$ cat config.mk
export PLATFORM = sky130hd
export DESIGN_NAME = trig_lut_unit
export DESIGN_NICKNAME = d
export VERILOG_FILES = /design/src/rtl/trig_lut_unit.sv
export SDC_FILE = /design/constraint.sdc
export NUM_CORES = 1
export LEC_CHECK = 0
export BUFFER_PORTS_ARGS = -buffer_cell sky130_fd_sc_hd__buf_2
export CORE_MARGIN = 4
export CORE_UTILIZATION = 55
export CTS_CLUSTER_SIZE = 14
export DETAILED_ROUTE_END_ITERATION = 7
export GPL_TIMING_DRIVEN = 0
export PLACE_DENSITY = 0.74
export REMOVE_ABC_BUFFERS = 1
export SYNTH_ARGS = -nofsm -noshare
export SYNTH_HDL_FRONTEND = slang
export SYNTH_SLANG_ARGS = --single-unit
$ cat constraint.sdc
create_clock -name clk_in -period 6.7 [get_ports clk_in]
set_input_delay 0.335 -clock clk_in [delete_from_list [all_inputs] [get_ports clk_in]]
set_output_delay 0.335 -clock clk_in [all_outputs]
set_load 0.01 [all_outputs]
$ cat src/rtl/trig_lut_unit.sv
`timescale 1ns/1ps
`default_nettype none
// ============================================================================
// Module      : trig_lut_unit
// Description : Fixed-latency integer-degree sine/cosine evaluator returning a
//               signed 16.16 result from a quarter-wave lookup table.
// Revision    : 1.0 - initial release
// ============================================================================
module trig_lut_unit #(
    parameter int IS_COSINE = 0
) (
    input  logic        clk_in,
    input  logic        rst_in,
    input  logic        start,
    input  logic [8:0]  value,
    output logic [31:0] amp_out,
    output logic        done
);

    localparam logic [8:0] c_deg_90  = 9'd90;
    localparam logic [8:0] c_deg_180 = 9'd180;
    localparam logic [8:0] c_deg_270 = 9'd270;
    localparam logic [8:0] c_deg_360 = 9'd360;

    typedef enum logic [2:0] {
        S_IDLE   = 3'd0,
        S_REDUCE = 3'd1,
        S_FOLD   = 3'd2,
        S_LOOKUP = 3'd3,
        S_FINISH = 3'd4,
        S_DONE   = 3'd5
    } state_t;

    state_t      r_state;
    logic [8:0]  r_angle;
    logic [6:0]  r_index;
    logic [1:0]  r_quad;
    logic        r_rom_wait;
    logic [16:0] r_rom_data;
    logic [16:0] r_rom_q;

    logic [8:0]  w_wrap;
    logic [8:0]  w_shift;
    logic [8:0]  w_reduced;
    logic [6:0]  w_index;
    logic [1:0]  w_quad;
    logic [31:0] w_mag;

    // Quarter-wave table: round(sin(i deg) * 65536), i = 0..90
    function automatic logic [16:0] rom_lookup(input logic [6:0] idx);
        case (idx)
            7'd0:  rom_lookup = 17'd0;     7'd1:  rom_lookup = 17'd1144;  7'd2:  rom_lookup = 17'd2287;
            7'd3:  rom_lookup = 17'd3430;  7'd4:  rom_lookup = 17'd4572;  7'd5:  rom_lookup = 17'd5712;
            7'd6:  rom_lookup = 17'd6850;  7'd7:  rom_lookup = 17'd7987;  7'd8:  rom_lookup = 17'd9121;
            7'd9:  rom_lookup = 17'd10252; 7'd10: rom_lookup = 17'd11380; 7'd11: rom_lookup = 17'd12505;
            7'd12: rom_lookup = 17'd13626; 7'd13: rom_lookup = 17'd14742; 7'd14: rom_lookup = 17'd15855;
            7'd15: rom_lookup = 17'd16962; 7'd16: rom_lookup = 17'd18064; 7'd17: rom_lookup = 17'd19161;
            7'd18: rom_lookup = 17'd20252; 7'd19: rom_lookup = 17'd21336; 7'd20: rom_lookup = 17'd22415;
            7'd21: rom_lookup = 17'd23486; 7'd22: rom_lookup = 17'd24550; 7'd23: rom_lookup = 17'd25607;
            7'd24: rom_lookup = 17'd26656; 7'd25: rom_lookup = 17'd27697; 7'd26: rom_lookup = 17'd28729;
            7'd27: rom_lookup = 17'd29753; 7'd28: rom_lookup = 17'd30767; 7'd29: rom_lookup = 17'd31772;
            7'd30: rom_lookup = 17'd32768; 7'd31: rom_lookup = 17'd33754; 7'd32: rom_lookup = 17'd34729;
            7'd33: rom_lookup = 17'd35693; 7'd34: rom_lookup = 17'd36647; 7'd35: rom_lookup = 17'd37590;
            7'd36: rom_lookup = 17'd38521; 7'd37: rom_lookup = 17'd39441; 7'd38: rom_lookup = 17'd40348;
            7'd39: rom_lookup = 17'd41243; 7'd40: rom_lookup = 17'd42126; 7'd41: rom_lookup = 17'd42995;
            7'd42: rom_lookup = 17'd43852; 7'd43: rom_lookup = 17'd44695; 7'd44: rom_lookup = 17'd45525;
            7'd45: rom_lookup = 17'd46341; 7'd46: rom_lookup = 17'd47143; 7'd47: rom_lookup = 17'd47930;
            7'd48: rom_lookup = 17'd48703; 7'd49: rom_lookup = 17'd49461; 7'd50: rom_lookup = 17'd50203;
            7'd51: rom_lookup = 17'd50931; 7'd52: rom_lookup = 17'd51643; 7'd53: rom_lookup = 17'd52339;
            7'd54: rom_lookup = 17'd53020; 7'd55: rom_lookup = 17'd53684; 7'd56: rom_lookup = 17'd54332;
            7'd57: rom_lookup = 17'd54963; 7'd58: rom_lookup = 17'd55578; 7'd59: rom_lookup = 17'd56175;
            7'd60: rom_lookup = 17'd56756; 7'd61: rom_lookup = 17'd57319; 7'd62: rom_lookup = 17'd57865;
            7'd63: rom_lookup = 17'd58393; 7'd64: rom_lookup = 17'd58903; 7'd65: rom_lookup = 17'd59396;
            7'd66: rom_lookup = 17'd59870; 7'd67: rom_lookup = 17'd60326; 7'd68: rom_lookup = 17'd60764;
            7'd69: rom_lookup = 17'd61183; 7'd70: rom_lookup = 17'd61584; 7'd71: rom_lookup = 17'd61966;
            7'd72: rom_lookup = 17'd62328; 7'd73: rom_lookup = 17'd62672; 7'd74: rom_lookup = 17'd62997;
            7'd75: rom_lookup = 17'd63303; 7'd76: rom_lookup = 17'd63589; 7'd77: rom_lookup = 17'd63856;
            7'd78: rom_lookup = 17'd64104; 7'd79: rom_lookup = 17'd64332; 7'd80: rom_lookup = 17'd64540;
            7'd81: rom_lookup = 17'd64729; 7'd82: rom_lookup = 17'd64898; 7'd83: rom_lookup = 17'd65048;
            7'd84: rom_lookup = 17'd65177; 7'd85: rom_lookup = 17'd65287; 7'd86: rom_lookup = 17'd65376;
            7'd87: rom_lookup = 17'd65446; 7'd88: rom_lookup = 17'd65496; 7'd89: rom_lookup = 17'd65526;
            7'd90: rom_lookup = 17'd65536;
            default: rom_lookup = 17'd0;
        endcase
    endfunction

    // cos x = sin(x + 90); a 9-bit angle needs at most one 360 subtraction
    always_comb begin
        w_wrap    = (r_angle >= c_deg_360) ? (r_angle - c_deg_360) : r_angle;
        w_shift   = w_wrap + c_deg_90;
        w_reduced = w_wrap;
        if (IS_COSINE != 0) begin
            w_reduced = (w_shift >= c_deg_360) ? (w_shift - c_deg_360) : w_shift;
        end
    end

    always_comb begin
        w_index = r_angle[6:0];
        w_quad  = 2'd0;
        if (r_angle <= c_deg_90) begin
            w_index = r_angle[6:0];
            w_quad  = 2'd0;
        end else if (r_angle <= c_deg_180) begin
            w_index = 7'(c_deg_180 - r_angle);
            w_quad  = 2'd1;
        end else if (r_angle <= c_deg_270) begin
            w_index = 7'(r_angle - c_deg_180);
            w_quad  = 2'd2;
        end else begin
            w_index = 7'(c_deg_360 - r_angle);
            w_quad  = 2'd3;
        end
    end

    assign w_mag = {15'd0, r_rom_q};

    // Two-stage ROM read (address-registered table plus output register)
    always_ff @(posedge clk_in) begin
        r_rom_data <= rom_lookup(r_index);
        r_rom_q    <= r_rom_data;
    end

    always_ff @(posedge clk_in) begin
        if (rst_in) begin
            r_state    <= S_IDLE;
            r_angle    <= 9'd0;
            r_index    <= 7'd0;
            r_quad     <= 2'd0;
            r_rom_wait <= 1'b0;
            amp_out    <= 32'd0;
            done       <= 1'b0;
        end else begin
            case (r_state)
                S_IDLE: begin
                    done <= 1'b0;
                    if (start) begin
                        r_angle <= value;
                        r_state <= S_REDUCE;
                    end
                end
                S_REDUCE: begin
                    r_angle <= w_reduced;
                    r_state <= S_FOLD;
                end
                S_FOLD: begin
                    r_index    <= w_index;
                    r_quad     <= w_quad;
                    r_rom_wait <= 1'b0;
                    r_state    <= S_LOOKUP;
                end
                S_LOOKUP: begin
                    r_rom_wait <= 1'b1;
                    if (r_rom_wait) begin
                        r_state <= S_FINISH;
                    end
                end
                S_FINISH: begin
                    // Negating a zero magnitude yields zero, so no -0 appears
                    amp_out <= r_quad[1] ? (32'd0 - w_mag) : w_mag;
                    done    <= 1'b1;
                    r_state <= S_DONE;
                end
                S_DONE: begin
                    if (!start) begin
                        done    <= 1'b0;
                        r_state <= S_IDLE;
                    end
                end
                default: r_state <= S_IDLE;
            endcase
        end
    end

endmodule
`default_nettype wire

# [Word level (Yosys, flattened, before mapping)]
# Memories as Yosys holds them, arrays and structs flattened. A register that Yosys moved wholly into a read port is not among the register bits.
# Cells that the tools add are included.
[word_totals] memories=1 input_bits=12 ff_bits=72 romBits=2176
[mem_list] name="(name not given)" words=128 word_bits=17 read_ports=1 rd_ports_with_merged_regs=1 wr=0 line="51" rtl="case (idx)"
[classes] n_reduce_logical=7 n_eq_ne=9 n_lt_le_gt_ge=4 n_addsub=5 mux=17
[ops] cell="two-way mux 32 bit" count=1
[ops] cell="two-way mux 7 bit" count=3
[ops] cell="two-way mux 9 bit" count=2
[ops] cell="one-hot mux 3 bit (6 select lines)" count=1
[ops] cell="one-hot mux 9 bit (2 select lines)" count=1
[ops] cell="subtractor 1 x 17 -> 18 bit, first input constant" count=1
[ops] cell="greater-or-equal comparator 9 bit, second input constant" count=1
[ops] cell="less-or-equal comparator 9 x 7 -> 1 bit, second input constant" count=1
[ops] cell="less-or-equal comparator 9 x 8 -> 1 bit, second input constant" count=1
[ops] cell="less-or-equal comparator 9 bit, second input constant" count=1
[ops] cell="two-way mux 3 bit" count=3
[ops] cell="subtractor 9 bit, second input constant" count=1
[ops] cell="!= test 2 bit, second input constant" count=4
[ops] cell="subtractor 6 x 7 -> 7 bit, first input constant" count=1
[ops] cell="subtractor 7 x 6 -> 7 bit, second input constant" count=1
[ops] cell="subtractor 7 bit, first input constant" count=1
[ops] cell="equality test 3 x 2 -> 1 bit, second input constant" count=2
[ops] cell="equality test 3 bit, second input constant" count=2
[ops] cell="AND reduction 3 bit" count=2
[ops] cell="two-way mux 2 bit" count=2
[ops] cell="nonzero test 2 bit" count=2
[ops] cell="equality test 3 x 1 -> 1 bit, second input constant" count=1
[ops] cell="logical NOT 3 bit" count=1
[ops] cell="one-hot mux 1 bit (3 select lines)" count=1
[ops] cell="other kinds (4)" count=5

# [Depth between registers and ports, before layout]
[logic_depth] word_depth=4 ltp_mapped=10

# [Worst setup path after synthesis]
# OpenSTA, ideal clock, no wires.
[synth_path] kind="register to register" start="reg r_index[0]" end="reg r_rom_data[0]" synth_period_minus_slack_ps=2395 setup_time_ps=75 arrival_time_ps=2320 path_stages_with_launch=10 path_slack_ps=4305 n_path_buf=2 path_cell_list="dfxtp_1 -> clkbuf_1 -> inv_1 -> ha_1 -> clkbuf_1 -> nand2_1 -> o21ai_0 -> o21a_1 -> mux4_2 -> o22ai_1"
[synth_lines] element="from (decl)" line="36" rtl="logic [6:0] r_index;"
[synth_lines] element="from (signal assigned)" line="146" rtl="r_index <= w_index;"
[synth_lines] element="to (decl)" line="39" rtl="logic [16:0] r_rom_data;"

==> flow_metrics.tcl <==
set metrics [dict create \
    globalRouteMet3Util_pct 4.493 \
    power.internal_uw 886.7 \
    grtUsageMet2_pct 38.57 \
    ant_nets 0 \
    vias_per_cell 6.288 \
    r2r_end "r_rom_data[0]" \
    clock_path_buffers 2 \
    synthFlopType "dfxtp_1" \
    yosysTopAreaCell "dfxtp_1" \
    critical_path.cell_chain "inv_2, ha_1, nand2_1, o21ai_0, o21a_1, mux4_2, o22ai_1" \
    power_density_nw_per_um2 243.6 \
    power.share.switching_pct 34.49 \
    grt_pass1_vias 4724 \
    setup_viol 0 \
    synth_edf_count 0 \
    maxSlewViolCount 0 \
    seqPwrFrac_pct 42.8 \
    overflow 0 \
    dieArea_sq_um 11250 \
    hold_viol 0 \
    cp-end-kind "flop" \
    hpwl_mm 9.688 \
    syn_inst 709 \
    post_cts_buffers 0 \
    dr.pass1.iters 6 \
    path_max_fanout 19 \
    fin_crit_ns 3.295 \
    ys_seq_elements 74 \
    row_count 35 \
    cts_tree "built" \
    clkTransAtPathRegs_ns 0.07 \
    core_area_sq_um 9284 \
    max_slew.worst_pin.slew_ns 1.063 \
    r2r-start "r_index[1]" \
    drive_gt1_share_pct 11.76 \
    setup-tns-final_ns 0 \
    synthToLayoutAreaGrowth_pct 5.088 \
    gr-max-usage-layer "met2" \
    antenna_found_initial 0 \
    synth_area_sq_um 5288 \
    fp.dieH_microns 106.1 \
    crit_family "flip-flops" \
    drv_cap 0 \
    wirelength_mm 13.92 \
    vias 5194 \
    drt_iter0_markers 495 \
    ir_drop_uv 105.0 \
    grt_first_pass_wirelength_mm 22.98 \
    portBuffers 44 \
    post_cts_resized 0 \
    final_nets 726 \
    grt_usage_pct 24.82 \
    start_kind "flop" \
    max_freq_mhz 303.5 \
    place.gp.congestion 0.9810 \
    rsz0062_at_grt "false" \
    yosysWarnings 0 \
    power_switching_uw 466.8 \
    place_area_sq_um 5340 \
    hp-start "value[2]" \
    fin_skew_ns 0.01586 \
    critPathRequiredTime_ns 6.92 \
    root_buffer "clkbuf_8" \
    p_comb_share_pct 29.9 \
    clk_latency_ns 0.34 \
    met1_usage_pct 33.71 \
    remaining_drc_errors 0 \
    ys_types 69 \
    diodes 0 \
    synthDominantCellAreaShare_pct 28.02 \
    critPathSlowestCell "dfxtp_1" \
    synthTopCellsByArea "dfxtp_1 28%, a21oi_1 5.8%, nand2_1 5.5%, nor2_1 5.5%, ha_1 5.0%" \
    maxSlewHeadroom_pct 29.04 \
    cts_max_level 3 \
    r2r_setup_slack_ns 3.41 \
    cts_buffers 9 \
    cts_hold_buf 0 \
    die_w_microns 106.1 \
    initial_core_util_pct 56.95 \
    synthArstFlopShare_pct 0 \
    leakage_uw 0.002074 \
    slowest_delay_ns 0.87 \
    finish.instance_area_sq_um 5557 \
    holdPathEnd "r_angle[2]" \
    p_clk_share_pct 27.4 \
    seq_area_frac_synth_pct 28.02 \
    worstPathArrival_ns 3.52 \
    clock_sinks 74 \
    ios 45 \
    path_buf_inv 1 \
    post-route-period-util_pct 49.17 \
    grt_start_max_net_pins 60 \
    synth_area_per_cell_sq_um 7.458 \
    path_class "reg -> reg" \
    reg2reg_depth 7 \
    wire_per_inst_microns 16.86 \
    status "complete, no violations" \
    min_path_type "in -> reg" \
    min_path_cells 3 \
]
==> metrics by stage <==
stage	hold WS (ns)	setup slack, ns	util (%)	std cells	total power, uW
floorplan	0.3096	3.287	-	634	863.3
global placement	0.3122	2.107	56.66	807	963.1
detailed placement	0.3128	3.567	57.52	811	979.4
CTS	0.2071	3.513	59.85	826	1352
global route	0.2091	3.357	59.85	826	1434
finish	0.2256	3.405	59.85	826	1354
==> power by group through the flow <==
stage          Combinational, uW  Sequential [uW]  Clock, uW
5_1_grt                      449              588        396
4_1_cts                      394              578        380
2_1_floorplan                284              580          0
6_report                     404              579        370
3_5_place_dp                 392              588          0
3_3_place_gp                 359              604          0
==> synth_stat cells, drive strengths merged (3+ instances only) <==
cell type	n
a211o	5
and3	8
a2111oi	4
o21ai	52
a21oi	62
mux2i	7
ha	21
nor3	21
a221oi	3
a31oi	12
o221ai	4
o211ai	9
a311oi	7
a211oi	24
or3	5
nand2b	19
nor2	77
xor2	8
o22ai	11
a32oi	5
dfxtp	74
o31ai	13
nor4	5
mux4	4
buf	37
xnor2	11
nor2b	10
inv	21
a21o	3
nand2	78
clkbuf	38
o311ai	6
nand3	14
nor3b	3
==> layout by cell type (no fill, tap or decap), drive strengths merged, types with 3 or more instances in the layout <==
cell type and count:
nand2 78, nor2 77, dfxtp 74, a21oi 62
o21ai 52, buf 48, a211oi 24, ha 21
inv 21, nor3 21, nand2b 19, nand3 14
o31ai 13, a31oi 12, xnor2 11, o22ai 11
clkbuf 10, nor2b 10, o211ai 9, and3 8
xor2 8, mux2i 7, a311oi 7, o311ai 6
a32oi 5, a211o 5, nor4 5, or3 5
o221ai 4, mux4 4, a2111oi 4, clkinv 4
nor3b 3, a21o 3, a221oi 3
==> per-layer routing <==
layer  share of wire (%)  wire length, microns  vias up
met5                   0                     0        -
met4                 2.5                   346        0
met3                  10                  1433       36
met2                  45                  6213      298
met1                  43                  5930     2349
li1                    -                     -     2511
==> state kept, by name, indices dropped and copies added, names as in the netlist <==
| name | cells |
|---|---|
| done | 1 |
| r_quad | 1 |
| r_angle | 9 |
| r_rom_wait | 1 |
| r_index | 7 |
| r_rom_data | 17 |
| r_rom_q | 17 |
| r_state | 3 |
| amp_out | 18 |
==> worst register-to-register path: stages (launching register included) <==
cell and delay [ns]:
dfxtp_1 0.87, inv_2 0.30, ha_1 0.57, nand2_1 0.32, o21ai_0 0.15, o21a_1 0.23
mux4_2 0.49, o22ai_1 0.26
==> logic make-up after synthesis <==
kind of cell	after synthesis	synth area share, %
compound gates	237	29.63
xor+xnor	19	3.147
fa+ha+maj	21	4.969
buf+inv	97	9.299
flops	74	28.02
mux	11	3.029
simple gates	250	21.91
==> final cells by class <==
cell class | count | area, sq um
Inverter | 22 | 82.58
Clock buffer | 10 | 137.6
Tap cell | 129 | 161.4
Clock inverter | 5 | 78.83
Multi-Input combinational cell | 538 | 3319
Timing Repair Buffer | 48 | 291.5
Fill cell | 892 | 3727
Sequential cell | 74 | 1485
==> how the worst max path moves through the flow <==
stage,from,to,cells after the start
2_1_floorplan,r_index[2],r_rom_data[3],6
3_3_place_gp,r_index[2],r_rom_data[6],6
3_5_place_dp,r_index[1],r_rom_data[0],7
4_1_cts,r_index[1],r_rom_data[0],7
5_1_grt,r_index[1],r_rom_data[0],7
6_report,r_index[1],r_rom_data[0],7
Power figures use the tool's default switching activity.
